### src/rtl/cpu_defs.sv
// Shared CPU definitions for the iterative divider: operand width,
// divider FSM state encoding and HI/LO field positions on the product bus.
package cpu_defs;

    localparam int DATA_W = 32;

    localparam logic [1:0] DIV_IDLE = 2'd0;
    localparam logic [1:0] DIV_BUSY = 2'd1;
    localparam logic [1:0] DIV_DONE = 2'd2;

    localparam int HI_MSB = 63;
    localparam int LO_MSB = 31;

endpackage

### src/rtl/div_step.sv
// One radix-2 restoring division step: shift {rem, dividend} left, trial-subtract
// the divisor and keep the difference only when it does not go negative.
module div_step
    import cpu_defs::*;
#(
    parameter int W = DATA_W
) (
    input  logic [W-1:0] rem_i,
    input  logic [W-1:0] dvd_i,
    input  logic [W-1:0] dvs_i,
    output logic [W-1:0] rem_o,
    output logic [W-1:0] dvd_o,
    output logic         qbit_o
);

    logic [W:0] shifted;
    logic [W:0] trial;

    // rem < divisor always holds, so the shifted value fits in W+1 bits and
    // bit W of the trial difference is a reliable sign bit.
    always_comb begin
        shifted = {rem_i, dvd_i[W-1]};
        trial   = shifted - {1'b0, dvs_i};
        qbit_o  = ~trial[W];
        rem_o   = qbit_o ? trial[W-1:0] : shifted[W-1:0];
        dvd_o   = {dvd_i[W-2:0], qbit_o};
    end

endmodule

### src/rtl/div_iter_unit.sv
// Iterative DIV/DIVU responder for the EXE divide handshake; returns
// {remainder, quotient} and holds it until accepted or cancelled.
module div_iter_unit
    import cpu_defs::*;
#(
    parameter int DATA_W_P = DATA_W
) (
    input  logic                  clk,
    input  logic                  resetn,
    input  logic                  Unsigned,
    input  logic                  div_begin,
    input  logic [DATA_W_P-1:0]   div_op1,
    input  logic [DATA_W_P-1:0]   div_op2,
    input  logic                  div_accept,
    input  logic                  div_cancel,
    output logic [2*DATA_W_P-1:0] product,
    output logic                  div_end,
    output logic                  div_busy
);

    localparam int CNT_W = $clog2(DATA_W_P);

    logic [1:0]            state_q, state_d;
    logic [CNT_W-1:0]      cnt_q, cnt_d;
    logic [DATA_W_P-1:0]   rem_q, rem_d;
    logic [DATA_W_P-1:0]   dvd_q, dvd_d;
    logic [DATA_W_P-1:0]   dvs_q, dvs_d;
    logic                  qneg_q, qneg_d;
    logic                  rneg_q, rneg_d;
    logic [2*DATA_W_P-1:0] product_q, product_d;

    logic [DATA_W_P-1:0]   step_rem, step_dvd;
    logic                  step_qbit;
    logic [DATA_W_P-1:0]   op1_abs, op2_abs;
    logic                  op1_neg, op2_neg;

    div_step #(.W(DATA_W_P)) u_step (
        .rem_i  (rem_q),
        .dvd_i  (dvd_q),
        .dvs_i  (dvs_q),
        .rem_o  (step_rem),
        .dvd_o  (step_dvd),
        .qbit_o (step_qbit)
    );

    always_comb begin
        op1_neg = ~Unsigned & div_op1[DATA_W_P-1];
        op2_neg = ~Unsigned & div_op2[DATA_W_P-1];
        op1_abs = op1_neg ? -div_op1 : div_op1;
        op2_abs = op2_neg ? -div_op2 : div_op2;
    end

    // Cancel outranks everything; a zero divisor bypasses iteration entirely.
    always_comb begin
        state_d   = state_q;
        cnt_d     = cnt_q;
        rem_d     = rem_q;
        dvd_d     = dvd_q;
        dvs_d     = dvs_q;
        qneg_d    = qneg_q;
        rneg_d    = rneg_q;
        product_d = product_q;
        if (div_cancel) begin
            state_d = DIV_IDLE;
        end else begin
            case (state_q)
                DIV_IDLE: begin
                    if (div_begin) begin
                        cnt_d  = '0;
                        rem_d  = '0;
                        dvd_d  = op1_abs;
                        dvs_d  = op2_abs;
                        qneg_d = op1_neg ^ op2_neg;
                        rneg_d = op1_neg;
                        if (div_op2 == '0) begin
                            state_d   = DIV_DONE;
                            product_d = {div_op1, {DATA_W_P{1'b1}}};
                        end else begin
                            state_d = DIV_BUSY;
                        end
                    end
                end
                DIV_BUSY: begin
                    rem_d = step_rem;
                    dvd_d = step_dvd;
                    cnt_d = cnt_q + 1'b1;
                    if (cnt_q == CNT_W'(DATA_W_P - 1)) begin
                        state_d   = DIV_DONE;
                        product_d = {rneg_q ? -step_rem : step_rem,
                                     qneg_q ? -step_dvd : step_dvd};
                    end
                end
                DIV_DONE: begin
                    if (div_accept) begin
                        state_d = DIV_IDLE;
                    end
                end
                default: state_d = DIV_IDLE;
            endcase
        end
    end

    always_ff @(posedge clk or negedge resetn) begin
        if (!resetn) begin
            state_q   <= DIV_IDLE;
            cnt_q     <= '0;
            rem_q     <= '0;
            dvd_q     <= '0;
            dvs_q     <= '0;
            qneg_q    <= 1'b0;
            rneg_q    <= 1'b0;
            product_q <= '0;
        end else begin
            state_q   <= state_d;
            cnt_q     <= cnt_d;
            rem_q     <= rem_d;
            dvd_q     <= dvd_d;
            dvs_q     <= dvs_d;
            qneg_q    <= qneg_d;
            rneg_q    <= rneg_d;
            product_q <= product_d;
        end
    end

    assign product  = product_q;
    assign div_end  = (state_q == DIV_DONE);
    assign div_busy = (state_q == DIV_BUSY) || (state_q == DIV_DONE);

    logic unused_step_qbit;
    assign unused_step_qbit = step_qbit;

endmodule

### config.mk
export PLATFORM = sky130hd
export DESIGN_NAME = div_iter_unit
export DESIGN_NICKNAME = d
export VERILOG_FILES = /design/src/rtl/cpu_defs.sv /design/src/rtl/div_step.sv /design/src/rtl/div_iter_unit.sv
export SDC_FILE = /design/constraint.sdc
export NUM_CORES = 1
export LEC_CHECK = 0
export ABC_AREA = 0
export ABC_CLOCK_PERIOD_IN_PS = 14700
export BUFFER_PORTS_ARGS = -buffer_cell sky130_fd_sc_hd__buf_2
export CORE_UTILIZATION = 57
export CTS_CLUSTER_SIZE = 24
export DETAILED_ROUTE_END_ITERATION = 16
export GPL_ROUTABILITY_DRIVEN = 0
export PLACE_DENSITY = 0.78
export SYNTH_ARGS = -nofsm -noshare
export SYNTH_HDL_FRONTEND = slang
export SYNTH_HIERARCHICAL = 1
export SYNTH_SLANG_ARGS = --single-unit
### constraint.sdc
create_clock -name clk -period 14.7 [get_ports clk]
set_input_delay 1.47 -clock clk [delete_from_list [all_inputs] [get_ports clk]]
set_output_delay 1.47 -clock clk [all_outputs]
set_load 0.05 [all_outputs]
; Yosys cells after proc, flatten, opt, wreduce, memory -nomap -nowiden
; Index checks and enable logic that the tools add are counted.
[totals]
register_bits = 169
word_cells = 58
[op_classes]
n_addsub = 6
eq_ne = 9
n_mux = 21
n_bitwise = 6
n_reduce_logical = 8
[ops]
columns = cell, count
row1 = 32-bit two-way mux, 7
row2 = 64-bit two-way mux, 3
row3 = 32-bit negation, 4
row4 = 32-bit case mux with 2 select lines, 2
row5 = 64-bit case mux with 2 select lines, 1
row6 = 33-bit by 32-bit subtractor with 33-bit output, 1
row7 = 32-bit zero test, 1
row8 = 2-bit two-way mux, 5
row9 = 5-bit case mux with 2 select lines, 1
row10 = 3-bit inequality test (second input constant), 3
row11 = 3-bit AND reduction, 3
row12 = 2-bit inequality test (second input constant), 3
row13 = 2-bit case mux with 3 select lines, 1
row14 = 5-bit by 1-bit adder with 5-bit output (second input constant), 1
row15 = 5-bit == test (second input constant), 1
row16 = 5-bit two-way mux, 1
row17 = 5-bit AND reduction, 1
row18 = 1-bit inverter, 3
row19 = 1-bit bitwise AND, 2
row20 = 2-bit by 1-bit == test with 1-bit output (second input constant), 1
row21 = 2-bit == test (second input constant), 1
row22 = 2-bit zero test, 1
row23 = 2-bit nonzero test, 1
row24 = 1-bit logical OR, 1
row25 = 1-bit bitwise XOR, 1

; Depth between registers and ports, before layout
[logic_depth]
word_depth = 6
ltp_mapped = 23
depth_no_buf = 20

; Hierarchy
; The synthesis kept the hierarchy.
[modules_own_cells]
columns = module, n_inst, cells_each, area_each_um2
row1 = div_iter_unit, 1, 1097, 9600.5
row2 = div_step, 1, 337, 2598.7

; Least setup slack after synthesis
; No wires, ideal clock.
[synth_timing]
path_type = reg2reg
from = register dvd_q[31]
to = register product_q[55] (netlist: product[55])
setup_ns = 0.083
arrival_time_ns = 5.021
required_time_ns = 14.617
path_slack_ns = 9.597
stages_incl_launch_ff = 21
period_less_slack_ns = 5.103
path_cell_list = dfrtp_1 > inv_1 > ha_1 > fa_1 > and2b_1 > o2111ai_2 > a21oi_2 > o2111ai_1 > a211oi_2 > nor2_4 > mux2i_4 > and2_4 > buf_12 > inv_8 > mux2_2 > nor4_1 > nand3_1 > or3_1 > o31ai_1 > mux2_2 > o21ai_0
[synth_between]
elab_chain_cells = 6
[synth_rtl]
columns = item, line
row1 = "start, declared", div_iter_unit.sv:26  ; logic [DATA_W_P-1:0] dvd_q, dvd_d;
row2 = "start signal, assigned", div_iter_unit.sv:117  ; dvd_q <= dvd_d;
row3 = 33-bit by 32-bit subtractor with 33-bit output, div_step.sv:23  ; trial = shifted - {1'b0, dvs_i};
row4 = 32-bit two-way mux, div_step.sv:25  ; rem_o = qbit_o ? trial[W-1:0] : shifted[W-1:0];
row5 = named net step_rem[5], div_iter_unit.sv:32  ; logic [DATA_W_P-1:0] step_rem, step_dvd;
row6 = 32-bit negation, div_iter_unit.sv:89  ; product_d = {rneg_q ? -step_rem : step_rem,
row7 = 32-bit two-way mux, div_iter_unit.sv:89
row8 = 64-bit two-way mux, div_iter_unit.sv:87  ; if (cnt_q == CNT_W'(DATA_W_P - 1)) begin
row9 = 64-bit case mux with 2 select lines, div_iter_unit.sv:66  ; case (state_q)
row10 = "end signal, assigned", div_iter_unit.sv:121  ; product_q <= product_d;
row11 = "end, declared", div_iter_unit.sv:30  ; logic [2*DATA_W_P-1:0] product_q, product_d;
; The timed path passes the listed nets, and every way through them passes these cells. The select of a mux whose other input is x is not followed.
; A chain may end at the register's enable or synchronous reset.

; Worst setup path after layout
; Same ends and word-level chain as after synthesis.

==> impl_metrics.toml <==
[critical_path]
required_ns = 15.06
crit_type = "flip-flop to flip-flop"
rr_worst_depth = 19
cp-end-kind = "flip-flop"
crit_path_frequent_cell = "mux2_2"
cp.arrival_ns = 6.27
r2r_start = "dvd_q[31]"
cp_cell_sequence = "inv_1, ha_1, fa_1, and2b_1, o2111ai_2, a21oi_2, o2111ai_1, a211oi_2, nor2_4, mux2i_4, and2_4, inv_8, mux2_2, nor4_1, nand3_1, or3_1, o31ai_1, mux2_2, o21ai_0"
reg2reg_slack_ns = 8.79
crit_buf_inv = 2
crit_family = "simple AND/OR/NAND/NOR gates"
cp-start-kind = "flip-flop"
slowest_delay_ns = 0.82
r2r_end = "product[55]"
crit_slowest_cell = "nor4_1"
path_max_fanout = 27

[sta]
final-setup-viol-count = 0
slew_viol_final = 0
slew_headroom_pct = 27.4
max_freq_ghz = 0.169
finalCritPeriodShare_pct = 40.2
setup-tns-final_ns = 0
min_period_ns = 5.91
tightestPinTransition_ns = 1.08
rsz0062_at_grt = "no"
finClkSkew_ns = 0.0113
finalHoldViolCount = 0

[floorplanning]
initial_core_util_pct = 58.0
io_pins = 136
core_area_mm2 = 0.0210
die_area_mm2 = 0.0220
die-height_um = 148
die_w_um = 148
rows = 53

[run]
cap_violations = 0

[route]
num_vias = 10900
drt_pass1_iterations = 11
viasPerCell = 6.13
wl_mm = 31.5
drc = 1
drt-initial-drc-count = 761
wire_per_inst_um = 17.7
drt.antenna.violating_nets = 0

[clocking]
cts.sinks = 169
clockRootBuffer = "clkbuf_16"
cts_hold_buf = 0
cts_made_buffers = 17
insertion_delay_ns = 0.44
cts_setup_buffers = 0
clk_pin_slew_ns = 0.07
cts_resized = 0
tritoncts = "yes"
ctsHtreeMaxLevel = 4
clockBufferDepth = 2

[final_layout]
nets = 1602
syn2layout_area_growth_pct = 9.21
drive_above_1_share_pct = 17.6
antenna_cells = 0
fillCellCount = 1815

[synth]
synth_area_leaders = "dfrtp_1 35%, nand2_1 5.5%, o21ai_0 5.5%"
ys_async_sr_fraction_pct = 100
synth_warnings = 6
ys_seq_area_share_pct = 34.7
synth.top_cell.area_share_pct = 34.7
synthCells = 1434
yosysTopAreaCell = "dfrtp_1"
yosys_most_used_dff = "dfrtp_1"
syn_nets = 1546
ys_types = 84
syn_area_per_cell_um2 = 8.51
synth_seq_cells = 169
synth_area_mm2 = 0.0122
synth-edff-count = 0

[min_path]
hold_path.class = "flip-flop to flip-flop"
hold_path.startpoint = "product[37]"
whs_endpoint = "product[37]"
hold-path-cell-count = 2

[global_routing]
grt_usage_pct = 29.1
grt_max_degree = 109
grt_pass1_wl_mm = 50.7
antenna_found_initial = 0
overflow = 0
first_global_vias = 9901

[run_status]
violations = "design-rule violations"
status = "finished with violations"

[placed_design]
hpwlAfterDp_mm = 22.7
port_buffers = 135
[synthesized netlist by cell type (all sizes together), types with 2 or more instances]
cell	instances
a211oi	19
a21boi	2
a21o	27
a21oi	92
a221oi	2
a22oi	2
a311oi	2
a31oi	20
a32oi	2
and2	4
and3	9
buf	54
clkbuf	49
dfrtp	169
ha	41
inv	54
mux2	54
mux2i	24
nand2	180
nand2b	11
nand3	46
nand3b	3
nand4	10
nor2	112
nor2b	15
nor3	35
nor3b	3
nor4	14
nor4b	2
o2111ai	5
o211ai	2
o21a	10
o21ai	134
o21bai	9
o221ai	6
o311ai	4
o31ai	31
o41ai	14
or2	10
or2b	2
or3	18
or4	10
xnor2	35
xor2	68
[registers in the layout, summed over array words and instances, names as in the netlist]
name     cells
cnt_q        5
rem_q       32
dvd_q       32
product     64
rneg_q       1
qneg_q       1
state_q      2
dvs_q       32
[layout by cell type, fill, tap and decap left out, drive strengths merged, types with 31 or more instances in the layout]
cell type  instances
buf              142
xnor2             35
dfrtp            169
o21ai            134
inv               57
nor2             112
nand2            180
o31ai             31
nor3              35
a21oi             92
xor2              68
nand3             46
mux2              54
ha                41
[metal layers]
layer  share of wire [%]  global-route usage (%)  up-vias  wire length (um)
li1                    -                       -     5211                 -
met1                  44                    39.1     5134             13900
met2                  47                    47.5      481             14700
met4                 2.9                    10.7        0               919
met3                 6.4                    4.39       74              2010
met5                   0                       0        -                 0
[per-stage QoR]
stage               setup WS [ns]  util, %  hold WS [ns]  cells  instance area, um2
floorplan                    9.60        -         0.445   1434               12200
detailed placement           8.87     60.3         0.464   1746               12700
CTS                          8.84     63.4         0.482   1778               13300
finish                       8.79     63.4         0.477   1778               13300
global route                 8.35     63.4         0.496   1778               13300
global placement             8.97     60.3         0.459   1746               12700
[area by class of cell]
class	instances	area (um2)	area share, %
Sequential cell	169	4230	31.7
Multi-Input combinational cell	1105	7160	53.7
Clock inverter	15	219	1.64
Tap cell	275	344	2.58
Inverter	55	214	1.61
Timing Repair Buffer	142	734	5.51
Clock buffer	17	425	3.19
[logic make-up (layout without fill, tap and decap cells)]
| logic type | Yosys count | count (layout) | synth area share, % |
|---|---|---|---|
| buffers and inverters | 160 | 229 | 6.91 |
| adders and majority gates | 42 | 42 | 4.37 |
| DFF | 169 | 169 | 34.7 |
| AOI/OAI and AO/OA | 394 | 394 | 20.2 |
| muxes | 78 | 78 | 7.64 |
| and+or+nand+nor | 488 | 488 | 18.8 |
| xor gates and xnor gates | 103 | 103 | 7.39 |
[worst max path at each step]
stage               from     endpoint  slack (ns)  cells after the start
2_1_floorplan  dvd_q[31]  product[55]        9.60                     20
3_3_place_gp   dvd_q[31]  product[55]        8.97                     19
3_5_place_dp   dvd_q[31]  product[55]        8.87                     19
4_1_cts        dvd_q[31]  product[55]        8.84                     19
5_1_grt        dvd_q[31]  product[55]        8.35                     19
6_report       dvd_q[31]  product[55]        8.79                     19
[worst min-delay path, cell delays in order (launching register included)]
cell and delay (ns):
dfrtp_1 0.34, nand2_1 0.05, o21ai_0 0.06
Power is left out: the tool's default activity adds up to more than one toggle a clock period on the data nets, which glitch-free logic cannot reach.
